`src/rtl/fetch_unit_r32i_if.sv`:
```
// Instruction-memory req/ack port between the fetch unit (master) and instruction memory (slave).
interface fetch_unit_r32i_if #(
  parameter int unsigned DATA_W = 32
);
  logic [DATA_W-1:0] ImemAddr;
  logic              ImemReq;
  logic              ImemAck;
  logic [DATA_W-1:0] ImemData;

  modport master (
    output ImemAddr,
    output ImemReq,
    input  ImemAck,
    input  ImemData
  );

  modport slave (
    input  ImemAddr,
    input  ImemReq,
    output ImemAck,
    output ImemData
  );
endinterface

```
`src/rtl/fetch_unit_r32i.sv`:
```
// RV32I instruction fetch stage: owns the PC, fetches one word per instruction over a req/ack
// port and selects the next PC from decoder branch controls; halts on a misaligned next PC.
module fetch_unit_r32i #(
  parameter int unsigned dataW    = 32,
  parameter logic [31:0] RESET_PC = 32'h0000_0000
) (
  input  logic             clk,
  input  logic             nReset,
  fetch_unit_r32i_if.master imem,
  output logic [dataW-1:0] rawIns,
  output logic             InsValid,
  output logic [dataW-1:0] ProgAddr,
  output logic [dataW-1:0] LinkAddr,
  input  logic             ExecDone,
  input  logic             AlwaysBranch,
  input  logic             TestBranch,
  input  logic             AbsoluteBranch,
  input  logic             BranchCond,
  input  logic [dataW-1:0] BranchAddr,
  output logic             FetchFault
);

  localparam logic [dataW-1:0] NOP_INSN   = dataW'(32'h0000_0013);
  localparam logic [dataW-1:0] INSN_BYTES = dataW'(4);

  typedef enum logic [1:0] {
    FETCH = 2'd0,
    WAIT  = 2'd1,
    VALID = 2'd2,
    FAULT = 2'd3
  } state_e;

  state_e            state_q;
  logic [dataW-1:0]  pc_q;
  logic [dataW-1:0]  raw_ins_q;
  logic              ins_valid_q;
  logic              imem_req_q;
  logic              fault_q;

  logic              take_c;
  logic [dataW-1:0]  pc_d;
  logic              pc_misaligned_c;

  // Next-PC selection; JALR-style absolute targets have bit0 cleared before the alignment check.
  always_comb begin
    take_c = AlwaysBranch | (TestBranch & BranchCond);
    pc_d   = pc_q + INSN_BYTES;
    if (take_c) begin
      if (AbsoluteBranch) begin
        pc_d = {BranchAddr[dataW-1:1], 1'b0};
      end else begin
        pc_d = pc_q + BranchAddr;
      end
    end
    pc_misaligned_c = (pc_d[1:0] != 2'b00);
  end

  always_ff @(posedge clk or negedge nReset) begin
    if (!nReset) begin
      state_q     <= FETCH;
      pc_q        <= RESET_PC;
      raw_ins_q   <= NOP_INSN;
      ins_valid_q <= 1'b0;
      imem_req_q  <= 1'b0;
      fault_q     <= 1'b0;
    end else begin
      case (state_q)
        FETCH: begin
          imem_req_q <= 1'b1;
          state_q    <= WAIT;
        end
        WAIT: begin
          if (imem.ImemAck) begin
            raw_ins_q   <= imem.ImemData;
            ins_valid_q <= 1'b1;
            imem_req_q  <= 1'b0;
            state_q     <= VALID;
          end
        end
        VALID: begin
          if (ExecDone) begin
            ins_valid_q <= 1'b0;
            if (pc_misaligned_c) begin
              fault_q <= 1'b1;
              state_q <= FAULT;
            end else begin
              pc_q    <= pc_d;
              state_q <= FETCH;
            end
          end
        end
        FAULT: begin
          imem_req_q  <= 1'b0;
          ins_valid_q <= 1'b0;
          fault_q     <= 1'b1;
        end
        default: begin
          state_q <= FETCH;
        end
      endcase
    end
  end

  // The address is the PC register itself, so it cannot move while a request is outstanding.
  assign imem.ImemAddr = pc_q;
  assign imem.ImemReq  = imem_req_q;
  assign rawIns        = raw_ins_q;
  assign InsValid      = ins_valid_q;
  assign ProgAddr      = pc_q;
  assign LinkAddr      = pc_q + INSN_BYTES;
  assign FetchFault    = fault_q;

endmodule

```
`src/flat_wrapper.sv`:
```
// flat-port wrapper written by rule: the top's interface ports become plain ports
module fetch_unit_r32i_flat 
#(
  parameter int unsigned dataW    = 32,
  parameter logic [31:0] RESET_PC = 32'h0000_0000
)
  (clk, nReset, rawIns, InsValid, ProgAddr, LinkAddr, ExecDone, AlwaysBranch, TestBranch, AbsoluteBranch, BranchCond, BranchAddr, FetchFault, imem_ImemAddr, imem_ImemReq, imem_ImemAck, imem_ImemData);
  fetch_unit_r32i_if #(.DATA_W(32)) imem_i ();
  input  logic clk;
  input  logic nReset;
  output logic [dataW-1:0] rawIns;
  output logic InsValid;
  output logic [dataW-1:0] ProgAddr;
  output logic [dataW-1:0] LinkAddr;
  input  logic ExecDone;
  input  logic AlwaysBranch;
  input  logic TestBranch;
  input  logic AbsoluteBranch;
  input  logic BranchCond;
  input  logic [dataW-1:0] BranchAddr;
  output logic FetchFault;
  output wire logic [$bits(imem_i.ImemAddr)-1:0] imem_ImemAddr;
  output wire logic [$bits(imem_i.ImemReq)-1:0] imem_ImemReq;
  input wire logic [$bits(imem_i.ImemAck)-1:0] imem_ImemAck;
  input wire logic [$bits(imem_i.ImemData)-1:0] imem_ImemData;
  assign imem_ImemAddr = imem_i.ImemAddr;
  assign imem_ImemReq = imem_i.ImemReq;
  assign imem_i.ImemAck = imem_ImemAck;
  assign imem_i.ImemData = imem_ImemData;
  fetch_unit_r32i #(.dataW(dataW), .RESET_PC(RESET_PC)) u_core (.clk(clk), .nReset(nReset), .imem(imem_i), .rawIns(rawIns), .InsValid(InsValid), .ProgAddr(ProgAddr), .LinkAddr(LinkAddr), .ExecDone(ExecDone), .AlwaysBranch(AlwaysBranch), .TestBranch(TestBranch), .AbsoluteBranch(AbsoluteBranch), .BranchCond(BranchCond), .BranchAddr(BranchAddr), .FetchFault(FetchFault));
endmodule
```
`config.mk`:
```
export PLATFORM = sky130hd
export DESIGN_NAME = fetch_unit_r32i_flat
export DESIGN_NICKNAME = d
export VERILOG_FILES = /design/src/rtl/fetch_unit_r32i_if.sv /design/src/rtl/fetch_unit_r32i.sv /design/src/flat_wrapper.sv
export SDC_FILE = /design/constraint.sdc
export NUM_CORES = 1
export LEC_CHECK = 0
export CAP_MARGIN = 20
export CORE_MARGIN = 2
export CORE_UTILIZATION = 31
export CTS_CLUSTER_SIZE = 25
export DETAILED_ROUTE_END_ITERATION = 6
export PLACE_DENSITY_LB_ADDON = 0.25
export SLEW_MARGIN = 0
export SYNTH_ARGS = -nofsm -noshare
export SYNTH_HDL_FRONTEND = slang
export SYNTH_SLANG_ARGS = --single-unit
export TNS_END_PERCENT = 100
```
`constraint.sdc`:
```
create_clock -name clk -period 6 [get_ports clk]
set_input_delay 1.2 -clock clk [delete_from_list [all_inputs] [get_ports clk]]
set_output_delay 1.2 -clock clk [all_outputs]
set_load 0.01 [all_outputs]
```
* Word-level counts from Yosys, hierarchy flattened
Cells that the tools add are included.
** Storage, ports and cells
- Register bits after elaboration :: 69
- Bits in latches :: 0
- RAM bits :: 0
- Bits in read-only memories :: 0
- Input bits :: 72
- Output and inout port bits :: 131
- Logic and storage cells :: 43
- Memories kept :: 0
** Operators by class
- Add/sub/neg operators :: 2
- Multipliers :: 0
- Divide/modulo/power cells :: 0
- $lt $le $gt $ge :: 0
- Eq/ne operators :: 6
- Shift-type cells :: 0
- Multiplexer cells :: 14
- Bitwise logic cells :: 3
- Reduce and logical (&&, ||, !) cells :: 12
** Operator list (number)
- $mux 32 :: 2
- $add 32x3->32 const B :: 1
- $add 32x32->32 :: 1
- $reduce_and 3->1 :: 4
- $reduce_bool 3->1 :: 3
- $mux 2 :: 3
- $pmux 1 s3 :: 2
- $pmux 2 s3 :: 1
- $mux 1 :: 5
- $eq 2x2->1 const B :: 2
- $ne 2x2->1 const B :: 2
- $reduce_and 2->1 :: 2
- $reduce_bool 2->1 :: 2
- $eq 2x1->1 const B :: 1
- $logic_not 2->1 :: 1
- $ne 2x1->1 const B :: 1
- $pmux 1 s2 :: 1
- $and 1x1->1 :: 1
- $not 1->1 :: 1
- $or 1x1->1 :: 1

* Longest topological paths before layout
Gate-level depths: netlist (run 1).
- Depth in word-level cells :: 7
- Mapped depth :: 10

* Least setup slack after synthesis (run 1)
Ideal clock, no wire load.
- Path type :: input -> register
- Start :: in BranchAddr[0]
- End :: reg u_core.pc_q[30], in the netlist u_core.ProgAddr[30]
- Library setup time :: 131 ps
- Arrival time :: 3496 ps
- Data required time :: 5869 ps
- Setup slack :: 2373 ps
- Stages on the path :: 10
- Buffers on the path :: 0
- Cells stage by stage :: ha_1 fa_1 a211oi_1 o21ai_1 a31oi_2 nor3b_1 o31ai_2 a41oi_1 nor4b_1 or3_1
** Between the ends
- Longest elaborated chain between the ends :: 6
** RTL lines
- start: declaration :: line flat_wrapper.sv:20 : input logic [dataW-1:0] BranchAddr;
- $add 32x32->32 * :: line fetch_unit_r32i.sv:52 : pc_d = pc_q + BranchAddr;
- $mux 32 * :: line fetch_unit_r32i.sv:49 : if (AbsoluteBranch) begin
- $mux 32 * :: line fetch_unit_r32i.sv:48 : if (take_c) begin
- $reduce_bool 2->1 :: line fetch_unit_r32i.sv:55 : pc_misaligned_c = (pc_d[1:0] != 2'b00);
- $not 1->1 (no source line)
- $reduce_and 3->1 (no source line)
- end signal: assignment :: line fetch_unit_r32i.sv:87 : pc_q <= pc_d;
- end: declaration :: line fetch_unit_r32i.sv:34 : logic [dataW-1:0] pc_q;
Every way passes the cells marked *; elsewhere a longest branch is shown, timed or not.
A chain may end at the register's enable or synchronous reset.

* Worst setup path in the final report (run 1)
- Start :: reg u_core.pc_q[2], in the netlist u_core.ProgAddr[2]
- End :: out LinkAddr[28]
** Between the ends
- Longest elaborated chain between the ends :: 1
** RTL lines
- $add 32x3->32 :: line fetch_unit_r32i.sv:110 : assign LinkAddr = pc_q + INSN_BYTES;
- end: declaration :: line flat_wrapper.sv:14 : output logic [dataW-1:0] LinkAddr;
Every way passes these cells.

==> reports/metrics.yaml, run 1 <==
status: "completed"
clkTransAtPathRegs_ns: 0.06
io_pins: 203
routed_wl_mm: 19.1
synthArstFlopShare_pct: 100
crit_path_top_delay_cell: "clkdlybuf4s50_1"
multiInputGateArea_um2: 3760
rr_worst_depth: 10
maxSlewViolCount: 0
dpl.cell_count: 1070
yosysSeqAreaShare_pct: 29.0
dr.pass1.iters: 5
ctsHoldBuffers: 0
crit_family: "simple AND/OR/NAND/NOR gates"
drtIter0Drc: 264
die_w_um: 143
num-nets-final: 956
post_cts_buffers: 0
syn-num-nets: 809
num_vias: 5802
coreArea_um2: 18800
setup_tns_ns: 0
worst_pin_slew_ns: 0.939
fin_cells: 1086
end_kind: "output pin"
synth_flop_cell: "dfrtp_1"
arrival_ns: 3.48
place.port_buffers: 202
maxCapViolCount: 0
slowest_delay_ns: 0.61
vias_per_cell: 5.34
htree_levels: 3
r2r_end: "u_core.ProgAddr[30]"
cts_resized: 0
overflow: 0
rsz0062_at_grt: "no"
rrSetupSlack_ns: 2.64
setup_viol: 0
synth_area_um2: 5960
place_hpwl_mm: 14.0
r2r_start: "u_core.ProgAddr[0]"
drive_gt1_share_pct: 9.39
cp_max_fo: 8
fmax_mhz: 214
final_cell_mix: "clkdlybuf4s50_1, dfrtp_1, a21oi_1"
avgRoutedWirePerCell_um: 17.6
slew_headroom_pct: 37.4
clockBufferDepth: 2
start_util_pct: 31.8
p_per_area_nw_per_um2: 511
die_h_um: 143
ff_latch_area_um2: 1730
min_to: "u_core.FetchFault"
antenna_found_initial: 0
synthCells: 700
syn2layout_area_growth_pct: 37.8
crit_path_start_kind: "flip-flop"
worstPathCellList: "ha_1 -> nand4_2 -> nor3_2 -> nor3b_4 -> nand3_1 -> xnor2_1 -> clkdlybuf4s50_1"
critical_path_buf_inv_count: 1
crit_type: "flip-flop to output pin"
track_usage_pct: 18.4
dieArea_um2: 20400
clock_sinks: 69
hp-start: "u_core.FetchFault"
hold_path.class: "flip-flop to flip-flop"
grt_max_degree: 70
layout_commonest_cell: "clkdlybuf4s50_1"
clock_latency_ns: 0.35
drc: 0
cellLeakagePower_uw: 0.00332
yosys_warnings: 0
diodes: 0
cts_tree: "yes"
cts_made_buffers: 9
grt_pass1_wl_mm: 29.6
synth.avg_cell_area_um2: 8.52
worst_ir_drop_vdd_v: 0.000188
final-hold-violation-count: 0
fillers: 1823
place_congestion: 0.868
rows: 50
cts-root-buf: "clkbuf_16"
synth_seq_cells: 69
cp.required_ns: 4.80
hold_depth: 1
synth_edf_count: 0
netlist-cell-type-count: 75
period_needed_ns: 4.68
antenna_left: 0
fin_skew_ns: 0.00845
grt_pass1_vias: 5519
period_share_pct: 78.1
==> cells in the mapped netlist (15+ instances only) <==
| master | instances | share of area (%) |
|---|---|---|
| a21o_1 | 22 | 2.8 |
| mux2_2 | 32 | 6.0 |
| ha_1 | 36 | 7.6 |
| nor3_1 | 15 | 1.3 |
| inv_1 | 20 | 1.3 |
| dfrtp_1 | 66 | 28 |
| a21oi_1 | 63 | 5.3 |
| buf_4 | 34 | 4.3 |
| o21ai_0 | 48 | 4.0 |
| a31oi_1 | 15 | 1.6 |
| xnor2_1 | 35 | 5.1 |
| nor2_1 | 41 | 2.6 |
| clkbuf_1 | 28 | 1.8 |
| xor2_1 | 16 | 2.4 |
| nand3_1 | 28 | 2.4 |
| nand2_1 | 56 | 3.5 |
==> state kept, by name (all words and copies together) (netlist names) <==
signal	cells
u_core.ProgAddr	32
u_core.rawIns	32
u_core.state_q	2
u_core.FetchFault	1
u_core.InsValid	1
u_core.imem.ImemReq	1
==> stage by stage <==
step	setup WS [ns]	utilization, %	instance area, um2	hold WS (ns)	power [uW]
5_1_grt	1.06	43.8	8220	0.517	4510
3_3_place_gp	1.58	42.2	7920	0.471	3660
3_5_place_dp	1.52	42.2	7920	0.479	3660
4_1_cts	1.28	43.8	8220	0.493	4230
2_1_floorplan	2.37	-	5960	0.518	2550
6_report	1.32	43.8	8220	0.486	4200
==> worst max path at each step <==
stage                            start             endpoint  cells after the start
detailed placement      AbsoluteBranch  u_core.ProgAddr[30]                      9
global route        u_core.ProgAddr[2]         LinkAddr[22]                      8
floorplan                BranchAddr[0]  u_core.ProgAddr[30]                     10
global placement        AbsoluteBranch  u_core.ProgAddr[30]                      9
finish              u_core.ProgAddr[2]         LinkAddr[28]                      7
CTS                 u_core.ProgAddr[2]         LinkAddr[28]                      7
==> cell families (layout without fill, tap and decap cells) <==
group	Yosys count	in the layout	share of synthesized area, %
AOI/OAI and AO/OA	221	221	23.7
xor gates and xnor gates	51	51	7.49
adders and majority gates	37	37	7.89
buffers and inverters	92	244	8.06
DFF	69	69	29.0
muxes	37	37	7.09
and+or+nand+nor	193	193	16.8
==> routing by layer <==
metal	track usage (%)	vias to the layer above	share of wire, %
met5	0	-	0
met2	29.8	229	45
met4	5.84	0	1.5
li1	-	2827	-
met1	24.4	2725	46
met3	3.99	21	7.4
==> where the power goes <==
group	internal, uW	switching (uW)	total [uW]
registers	693	312	1000
clock network	321	219	540
logic	1410	1250	2650
==> layout make-up <==
type / instances / share of cell area (%)
Inverter: 20 / 0.914
Multi-Input combinational cell: 539 / 45.8
Timing Repair Buffer: 208 / 25.1
Sequential cell: 69 / 21.1
Clock buffer: 10 / 2.79
Tap cell: 234 / 3.56
Clock inverter: 6 / 0.777
(Power assumes the default switching activity.)
==> run 2: changes to the inputs <==
Clock period 6 ns to 4.9 ns, I/O delays scaled along.
==> run 2 against run 1 <==
Effect of this change:
- hold slack gained 0.015 ns
- sequential power grew 23%
- setup slack lost 0.64 ns
- clock skew shrank 0.0042 ns
- critical path type unchanged
==> reports/metrics.yaml, run 2 (same netlist as run 1, synthesis figures left out) <==
final_cell_mix: "clkdlybuf4s50_1, dfrtp_1, a21oi_1"
drc: 0  # unchanged
avgRoutedWirePerCell_um: 17.5  # -0.43%
dpl.cell_count: 1074  # +0.37%
clkTransAtPathRegs_ns: 0.06  # about the same
switching_share_pct: 41.1  # -1.2 points
met2_length_mm: 8.70  # +0.31%
maxCapViolCount: 0  # unchanged
grt_pass1_wl_mm: 30.1  # +1.7%
ctsHoldBuffers: 0  # unchanged
antenna_left: 0  # unchanged
dieArea_um2: 20400  # unchanged
crit_cells: 9  # +2
io_pins: 203  # unchanged
end_kind: "output pin"
seqPwrFrac_pct: 23.5  # -0.4 points
dr.pass1.iters: 5  # unchanged
wl_met3_mm: 1.21  # -14%
worstPathCellList: "ha_1 -> nand4_2 -> nor3_2 -> buf_4 -> nor2b_1 -> and4_1 -> nand3_1 -> xnor2_1 -> clkdlybuf4s50_1"
p_int_uw: 3090  # +27%
rr_worst_depth: 10  # unchanged
cp_max_fo: 8  # unchanged
overflow: 0  # unchanged
post_cts_buffers: 0  # unchanged
rsz0062_at_grt: "no"
routed_wl_mm: 19.1  # about the same
period_share_pct: 86.3
coreArea_um2: 18800  # unchanged
status: "completed"
arrival_ns: 3.25  # -0.23 ns
worst_ir_drop_vdd_v: 0.000244  # +29%
wl_met1_mm: 8.87  # +1.5%
clockBufferDepth: 2  # unchanged
slew_headroom_pct: 38.2  # +0.80 points
period_needed_ns: 4.23
num_vias: 5836  # +0.59%
start_util_pct: 31.8  # unchanged
die_w_um: 143  # unchanged
clock_sinks: 69  # unchanged
layout_commonest_cell: "clkdlybuf4s50_1"
pwr-share-clk_pct: 14.6  # +1.7 points
critPathLaunch: "u_core.ProgAddr[2]"
cts-root-buf: "clkbuf_16"
holdWs_ns: 0.501  # +0.0151 ns
vias_per_cell: 5.35  # +0.22%
cts_resized: 0  # unchanged
fmax_mhz: 237
crit_path_top_delay_cell: "clkdlybuf4s50_1"
antenna_found_initial: 0  # unchanged
cts_tree: "yes"
place_ws_ns: 0.655  # -0.863 ns
cellLeakagePower_uw: 0.00337  # +1.4%
setup_viol: 0  # unchanged
cp.required_ns: 3.92  # -0.88 ns
track_usage_pct: 18.7  # +0.38 points
top_layer: "met4"
r2r_end: "u_core.ProgAddr[30]"
r2r_start: "u_core.ProgAddr[0]"
maxSlewViolCount: 0  # unchanged
place_hpwl_mm: 14.6  # +3.7%
crit_path_start_kind: "flip-flop"
grt_pass1_vias: 5588  # +1.3%
grt_max_degree: 40  # -43%
setup_tns_ns: 0  # unchanged
fin_cells: 1090  # +0.37%
slowest_delay_ns: 0.56  # -0.05 ns
worst_slack_ns: 0.673  # -0.643 ns
critical_path_buf_inv_count: 2  # +1
place.port_buffers: 202  # unchanged
drtIter0Drc: 408  # +55%
netSwitchingPower_uw: 2150  # +21%
combPwrFrac_pct: 62.0  # -1.2 points
crit_type: "flip-flop to output pin"
cts_made_buffers: 9  # unchanged
place_congestion: 0.889  # +2.3%
hold_path.class: "flip-flop to flip-flop"
diodes: 0  # unchanged
htree_levels: 3  # unchanged
fin_skew_ns: 0.00425  # -0.00421 ns
worst_pin_slew_ns: 0.927  # -0.0120 ns
rrSetupSlack_ns: 1.52  # -1.12 ns
final-hold-violation-count: 0  # unchanged
p_per_area_nw_per_um2: 632  # +24%
p_total_uw: 5240  # +25%
fillers: 1878  # +3.0%
crit_family: "simple AND/OR/NAND/NOR gates"
die_h_um: 143  # unchanged
num-nets-final: 960  # +0.42%
rows: 50  # unchanged
syn2layout_area_growth_pct: 39.1
drive_gt1_share_pct: 9.70  # +0.31 points
clock_latency_ns: 0.34  # about the same
crit_path_end: "LinkAddr[22]"
run 2: cell types whose count changed in the layout (fill, tap and decap cells not counted), sizes merged:
cell      before  now
buf            7   11
bufinv         1    3
clkbuf        10   12
clkinv         3    1
clkinvlp       2    0
run 2: power by group through the flow:
stage	clock network [uW]	logic [uW]	registers (uW)
6_report	763	3250	1230
5_1_grt	809	3540	1280
4_1_cts	785	3260	1240
3_5_place_dp	0	3240	1250
3_3_place_gp	0	3240	1240
2_1_floorplan	0	1850	1270
run 2: how the worst min path moves through the flow:
stage                            from           endpoint  depth (start not counted)
floorplan           u_core.FetchFault  u_core.FetchFault                          1
global placement    u_core.FetchFault  u_core.FetchFault                          1
detailed placement  u_core.rawIns[26]  u_core.rawIns[26]                          1
CTS                 u_core.rawIns[26]  u_core.rawIns[26]                          1
global route        u_core.rawIns[17]  u_core.rawIns[17]                          1
finish              u_core.rawIns[21]  u_core.rawIns[21]                          1
run 2: worst register-to-register path, delay by kind of cell (launching register included):
kind,cells,cell delay [ns]
AOI/OAI and AO/OA,5,1.35
adders and majority gates,2,0.73
DFF,1,0.45
and+or+nand+nor,3,0.73
run 2: layout make-up:
type                    count  area, um2  area share, %
multi-input cells         539       3760           45.4
repair buffers            212       2090           25.2
flip-flops and latches     69       1730           20.9
well taps                 234        293           3.53
clock buffers              12        246           2.97
clock inverters             4       95.1           1.15
inverters                  20       75.1          0.905
run 2: metal layers:
metal  GRT usage, %  vias to the layer above
li1               -                     2831
met1           25.1                     2758
met2           30.6                      227
met3           3.72                       20
met4           5.52                        0
met5              0                        -
run 2: metrics by stage:
stage	instance area, um2	utilization (%)
5_1_grt	8290	44.2
6_report	8290	44.2
2_1_floorplan	5960	-
3_5_place_dp	7950	42.4
3_3_place_gp	7950	42.4
4_1_cts	8290	44.2
==> run 3: changes to the inputs <==
Settings changed: CORE_MARGIN 2 to 4, DONT_BUFFER_PORTS set to 1.
Clock period 4.9 ns to 4.5 ns, I/O delays scaled along.
==> run 3 against run 2 <==
Effect of this change:
- routed wire length decreased by 2.9%
- critical endpoint unchanged
- utilization decreased by 11 points
- non-clock buffer count decreased by 204
- setup slack got worse by 0.12 ns
- largest cell class unchanged
- clock skew increased by 0.0027 ns
- register-to-register slack got worse by 0.48 ns
==> reports/metrics.yaml, run 3 (same netlist as run 1, synthesis figures left out) <==
rows: 50  # unchanged
cts_resized: 0  # unchanged
dr.pass1.iters: 5  # unchanged
cts_made_buffers: 9  # unchanged
clkTransAtPathRegs_ns: 0.06  # about the same
antenna_found_initial: 0  # unchanged
num_vias: 5111  # -12%
status: "completed"
routed_wl_mm: 18.6  # -2.9%
ctsHoldBuffers: 0  # unchanged
cellLeakagePower_uw: 0.00258  # -23%
antenna_left: 0  # unchanged
post_cts_buffers: 0  # unchanged
cp_max_fo: 8  # unchanged
fin_skew_ns: 0.00694  # +0.00270 ns
drc: 0  # unchanged
maxCapViolCount: 0  # unchanged
layout_commonest_cell: "dfrtp_1"
grt_pass1_wl_mm: 29.2  # -2.8%
grt_max_degree: 70  # +75%
fin_util_pct: 33.6  # -11 points
arrival_ns: 3.05  # -0.20 ns
track_usage_pct: 16.9  # -1.8 points
met2_length_mm: 8.58  # -1.5%
num-nets-final: 756  # -21%
p_per_area_nw_per_um2: 731  # +16%
p_total_uw: 4620  # -12%
syn2layout_area_growth_pct: 6.04
setup_tns_ns: 0  # unchanged
wl_met3_mm: 1.57  # +30%
fmax_mhz: 253
final_cell_mix: "dfrtp_1, a21oi_1, nand2_1"
p_int_uw: 2410  # -22%
slew_headroom_pct: 52.3  # +14 points
period_share_pct: 87.7
htree_levels: 3  # unchanged
die_w_um: 147  # +2.8%
cts-root-buf: "clkbuf_16"
hold_path.class: "input port to asynchronous set/reset pin"
wl_met1_mm: 8.11  # -8.6%
coreArea_um2: 18800  # +0.33%
switching_share_pct: 47.8  # +6.7 points
period_needed_ns: 3.95
rr_worst_depth: 10  # unchanged
avgRoutedWirePerCell_um: 20.3  # +16%
start_util_pct: 31.7  # -0.11 points
combPwrFrac_pct: 47.6  # -14 points
pwr-share-clk_pct: 18.1  # +3.5 points
clock_latency_ns: 0.34  # about the same
vias_per_cell: 5.60  # +4.7%
die_h_um: 147  # +2.8%
crit_path_start_kind: "flip-flop"
io_pins: 203  # unchanged
rsz0062_at_grt: "no"
worstPathCellList: "ha_1 -> nand4_2 -> nor3_2 -> buf_4 -> nor2b_1 -> and4_1 -> nand3_1 -> xnor2_1"
final-hold-violation-count: 0  # unchanged
crit_type: "flip-flop to output pin"
grt_pass1_vias: 5101  # -8.7%
cts_tree: "yes"
worst_pin_slew_ns: 0.706  # -0.221 ns
maxSlewViolCount: 0  # unchanged
end_kind: "output pin"
cp.required_ns: 3.60  # -0.32 ns
overflow: 0  # unchanged
seqPwrFrac_pct: 34.3  # +11 points
crit_path_top_delay_cell: "dfrtp_1"
drtIter0Drc: 336  # -18%
worst_ir_drop_vdd_v: 0.000205  # -16%
slowest_delay_ns: 0.63  # +0.07 ns
diodes: 0  # unchanged
setup_viol: 0  # unchanged
place_congestion: 0.874  # -1.7%
clock_sinks: 69  # unchanged
dieArea_um2: 21500  # +5.7%
place_hpwl_mm: 13.8  # -5.1%
place.port_buffers: 0  # -100%
clockBufferDepth: 2  # unchanged
netSwitchingPower_uw: 2210  # +2.6%
top_layer: "met4"
drive_gt1_share_pct: 12.7  # +3.0 points
## run 3: changes by cell type in the layout (fill, tap and decap cells not counted)
cell	before	now
clkdlybuf4s50_1	201	0
inv_6	0	1
buf_2	1	0
clkinvlp_4	0	3
clkbuf_8	1	0
buf_4	10	7
clkbuf_1	2	0
buf_16	0	1
nor2_1	41	40
clkinv_2	1	0
nor2_2	1	2
## run 3: final cells by class
type,instances,area [um2]
clock buffers,9,225
fillers,1914,12500
repair buffers,8,80.1
inverters,20,75.1
well taps,260,325
flip-flops and latches,69,1730
multi-input cells,539,3760
clock inverters,7,121
## run 3: per-stage QoR
stage          setup slack [ns]  cells  hold WS (ns)  cell area [um2]
4_1_cts                   0.530    911         0.235             6290
5_1_grt                   0.343    912         0.234             6320
3_3_place_gp              0.841    895         0.550             5950
3_5_place_dp              0.827    895         0.546             5950
2_1_floorplan              1.17    700         0.518             5960
6_report                  0.554    912         0.254             6320
## run 3: worst max-delay path, delay by kind of cell (launching register included)
family / cells / cell delay [ns]
and+or+nand+nor: 5 / 1.16
DFF: 1 / 0.63
buffers and inverters: 1 / 0.20
adders and majority gates: 1 / 0.36
xor gates and xnor gates: 1 / 0.34
## run 3: worst paths after layout
kind                                    start                   to  slack, ns
max reg2reg                u_core.ProgAddr[0]  u_core.ProgAddr[30]       1.04
max                        u_core.ProgAddr[2]         LinkAddr[22]       0.55
min                                    nReset    u_core.FetchFault       0.25
min in group clk            u_core.FetchFault    u_core.FetchFault       0.55
max in group asynchronous              nReset     u_core.rawIns[1]       4.05
min reg2reg                 u_core.FetchFault    u_core.FetchFault       0.55
## run 3: layer usage
metal | vias up | global-route usage (%)
li1 | 2421 | -
met1 | 2440 | 22.3
met2 | 231 | 26.8
met3 | 19 | 4.78
met4 | 0 | 5.22
met5 | - | 0
## run 3: power by group through the flow
stage	combinational (uW)	sequential, uW	clock [uW]
2_1_floorplan	2020	1380	0
3_3_place_gp	2140	1600	0
3_5_place_dp	2160	1610	0
4_1_cts	2180	1600	865
5_1_grt	2450	1650	890
6_report	2200	1590	836
==> patch: new RTL, flow settings as in run 3 <==
Encoding of `state_e`: now one-hot (4 bits for 4 states).
--- a/src/rtl/fetch_unit_r32i.sv
+++ b/src/rtl/fetch_unit_r32i.sv
@@ -23,11 +23,11 @@
   localparam logic [dataW-1:0] NOP_INSN   = dataW'(32'h0000_0013);
   localparam logic [dataW-1:0] INSN_BYTES = dataW'(4);
 
-  typedef enum logic [1:0] {
-    FETCH = 2'd0,
-    WAIT  = 2'd1,
-    VALID = 2'd2,
-    FAULT = 2'd3
+  typedef enum logic [3:0] {
+    FETCH = 4'b0001,
+    WAIT  = 4'b0010,
+    VALID = 4'b0100,
+    FAULT = 4'b1000
   } state_e;
 
   state_e            state_q;
Formal check against the unedited RTL: no difference found for any inputs over 10 cycles, from zero or initial values and one cycle with nReset low; not proved beyond that.
==> patch against run 3 <==
  * Global-route usage grew 0.29 points
  * Setup slack lost 0.30 ns
  * Non-clock buffer count grew 2
  * Critical path depth is the same
  * Sequential cell count grew 2
  * Critical path type unchanged
  * Worst hold slack lost 0.0044 ns
  * First-iteration DRC count grew 31%
  * Sequential power shrank 4%
  * Routed wire length grew 1.7%
  * Power shrank 15%
  * Final area shrank 3.0%
  * Clock skew grew 0.0041 ns
  * Area after synthesis shrank 2.5%
==> patch: results (changes against run 3) <==
* Status: complete, no violations
* Synth Area in XOR/XNOR at 7.810% (+0.32 points)
* Vias per std cell at 5.811 (+3.7%)
* Logic pwr share at 41.3% (-6.3 points)
* Met1 Use GR at 21.52% (-0.81 points)
* Most frequent cells after synthesis: nand2_1, dfrtp_1, a21oi_1
* Synth unique cells at 64 (-15%)
* Static Leak at 2.662 nW (+3.1%)
* Vias in the first global route at 4949 (-3.0%)
* Dpl hpwl at 13.82 mm (about the same)
* Avg WL per Cell at 21.59 um (+6.1%)
* Routed wire length at 18.87 mm (+1.7%)
* Pre-antenna DRT Iters at 7 (+2)
* Global-route wire length before repair at 29.01 mm (-0.76%)
* DP Cell Count at 858 (-4.1%)
* Critical Path End: LinkAddr[28]
* CP arrival at 3.35 ns (+0.30 ns)
* Synth Area in Compound Gates at 21.62% (-2.1 points)
* WL met3 at 1.958 mm (+25%)
* Placed Area at 0.005816 mm2 (-2.2%)
* Top Layer Used: met4
* RD Place Congestion at 0.9000 (+3.0%)
* M1 WL at 8.024 mm (-1.0%)
* Worst R2R Setup Slack at 0.95 ns (-0.09 ns)
* Seq pwr share at 38.8% (+4.5 points)
* Grt met2 use at 27.68% (+0.85 points)
* Final nets at 745 (-1.5%)
* R2R Path End: u_core.ProgAddr[20]
* Clk_skew at 0.01106 ns (+0.004119 ns)
* Seq/Total Area, Yosys at 30.64% (+1.6 points)
* Syn_area_per_cell at 8.502 um2 (-0.17%)
* Met3 Usage GRT at 6.174% (+1.4 points)
* Switching share of power at 45.86% (-1.9 points)
* Max stage delay on crit path at 0.68 ns (+0.05 ns)
* Clock transition at the registers of the reported paths at 0.07 ns
* Fin worst setup slack at 0.2509 ns (-0.3034 ns)
* Largest net degree at the start of global routing at 72 (+2.9%)
* Routed wl met2 at 8.488 mm (-1.0%)
* Fillers at 1868 (-2.4%)
* Dominant cells by area after synthesis: dfrtp_1, ha_1, mux2_2
* Adder-cell area share of the yosys netlist at 7.229% (-0.66 points)
* Layout cells sized above 1 at 11.32% (-1.4 points)
* 1st-iter DRT viols at 439 (+31%)
-- patch: worst min path at each step --
stage                      startpoint                 end  slack (ns)  cells after the start
global route                   nReset  u_core.ProgAddr[2]        0.23                      0
global placement    u_core.state_q[2]   u_core.state_q[1]        0.45                      1
CTS                            nReset  u_core.ProgAddr[6]        0.23                      0
detailed placement  u_core.state_q[2]   u_core.state_q[1]        0.46                      1
floorplan           u_core.state_q[2]   u_core.state_q[1]        0.44                      1
finish                         nReset   u_core.rawIns[19]        0.25                      0
-- patch: area by class of cell --
class / count / area [um2] / share of cell area (%)
multi-input cells: 535 / 3623 / 59.10
flip-flops and latches: 71 / 1782 / 29.06
well taps: 229 / 286.5 / 4.673
clock buffers: 10 / 229.0 / 3.735
clock inverters: 6 / 86.33 / 1.408
repair buffers: 10 / 75.07 / 1.224
inverters: 13 / 48.80 / 0.7959
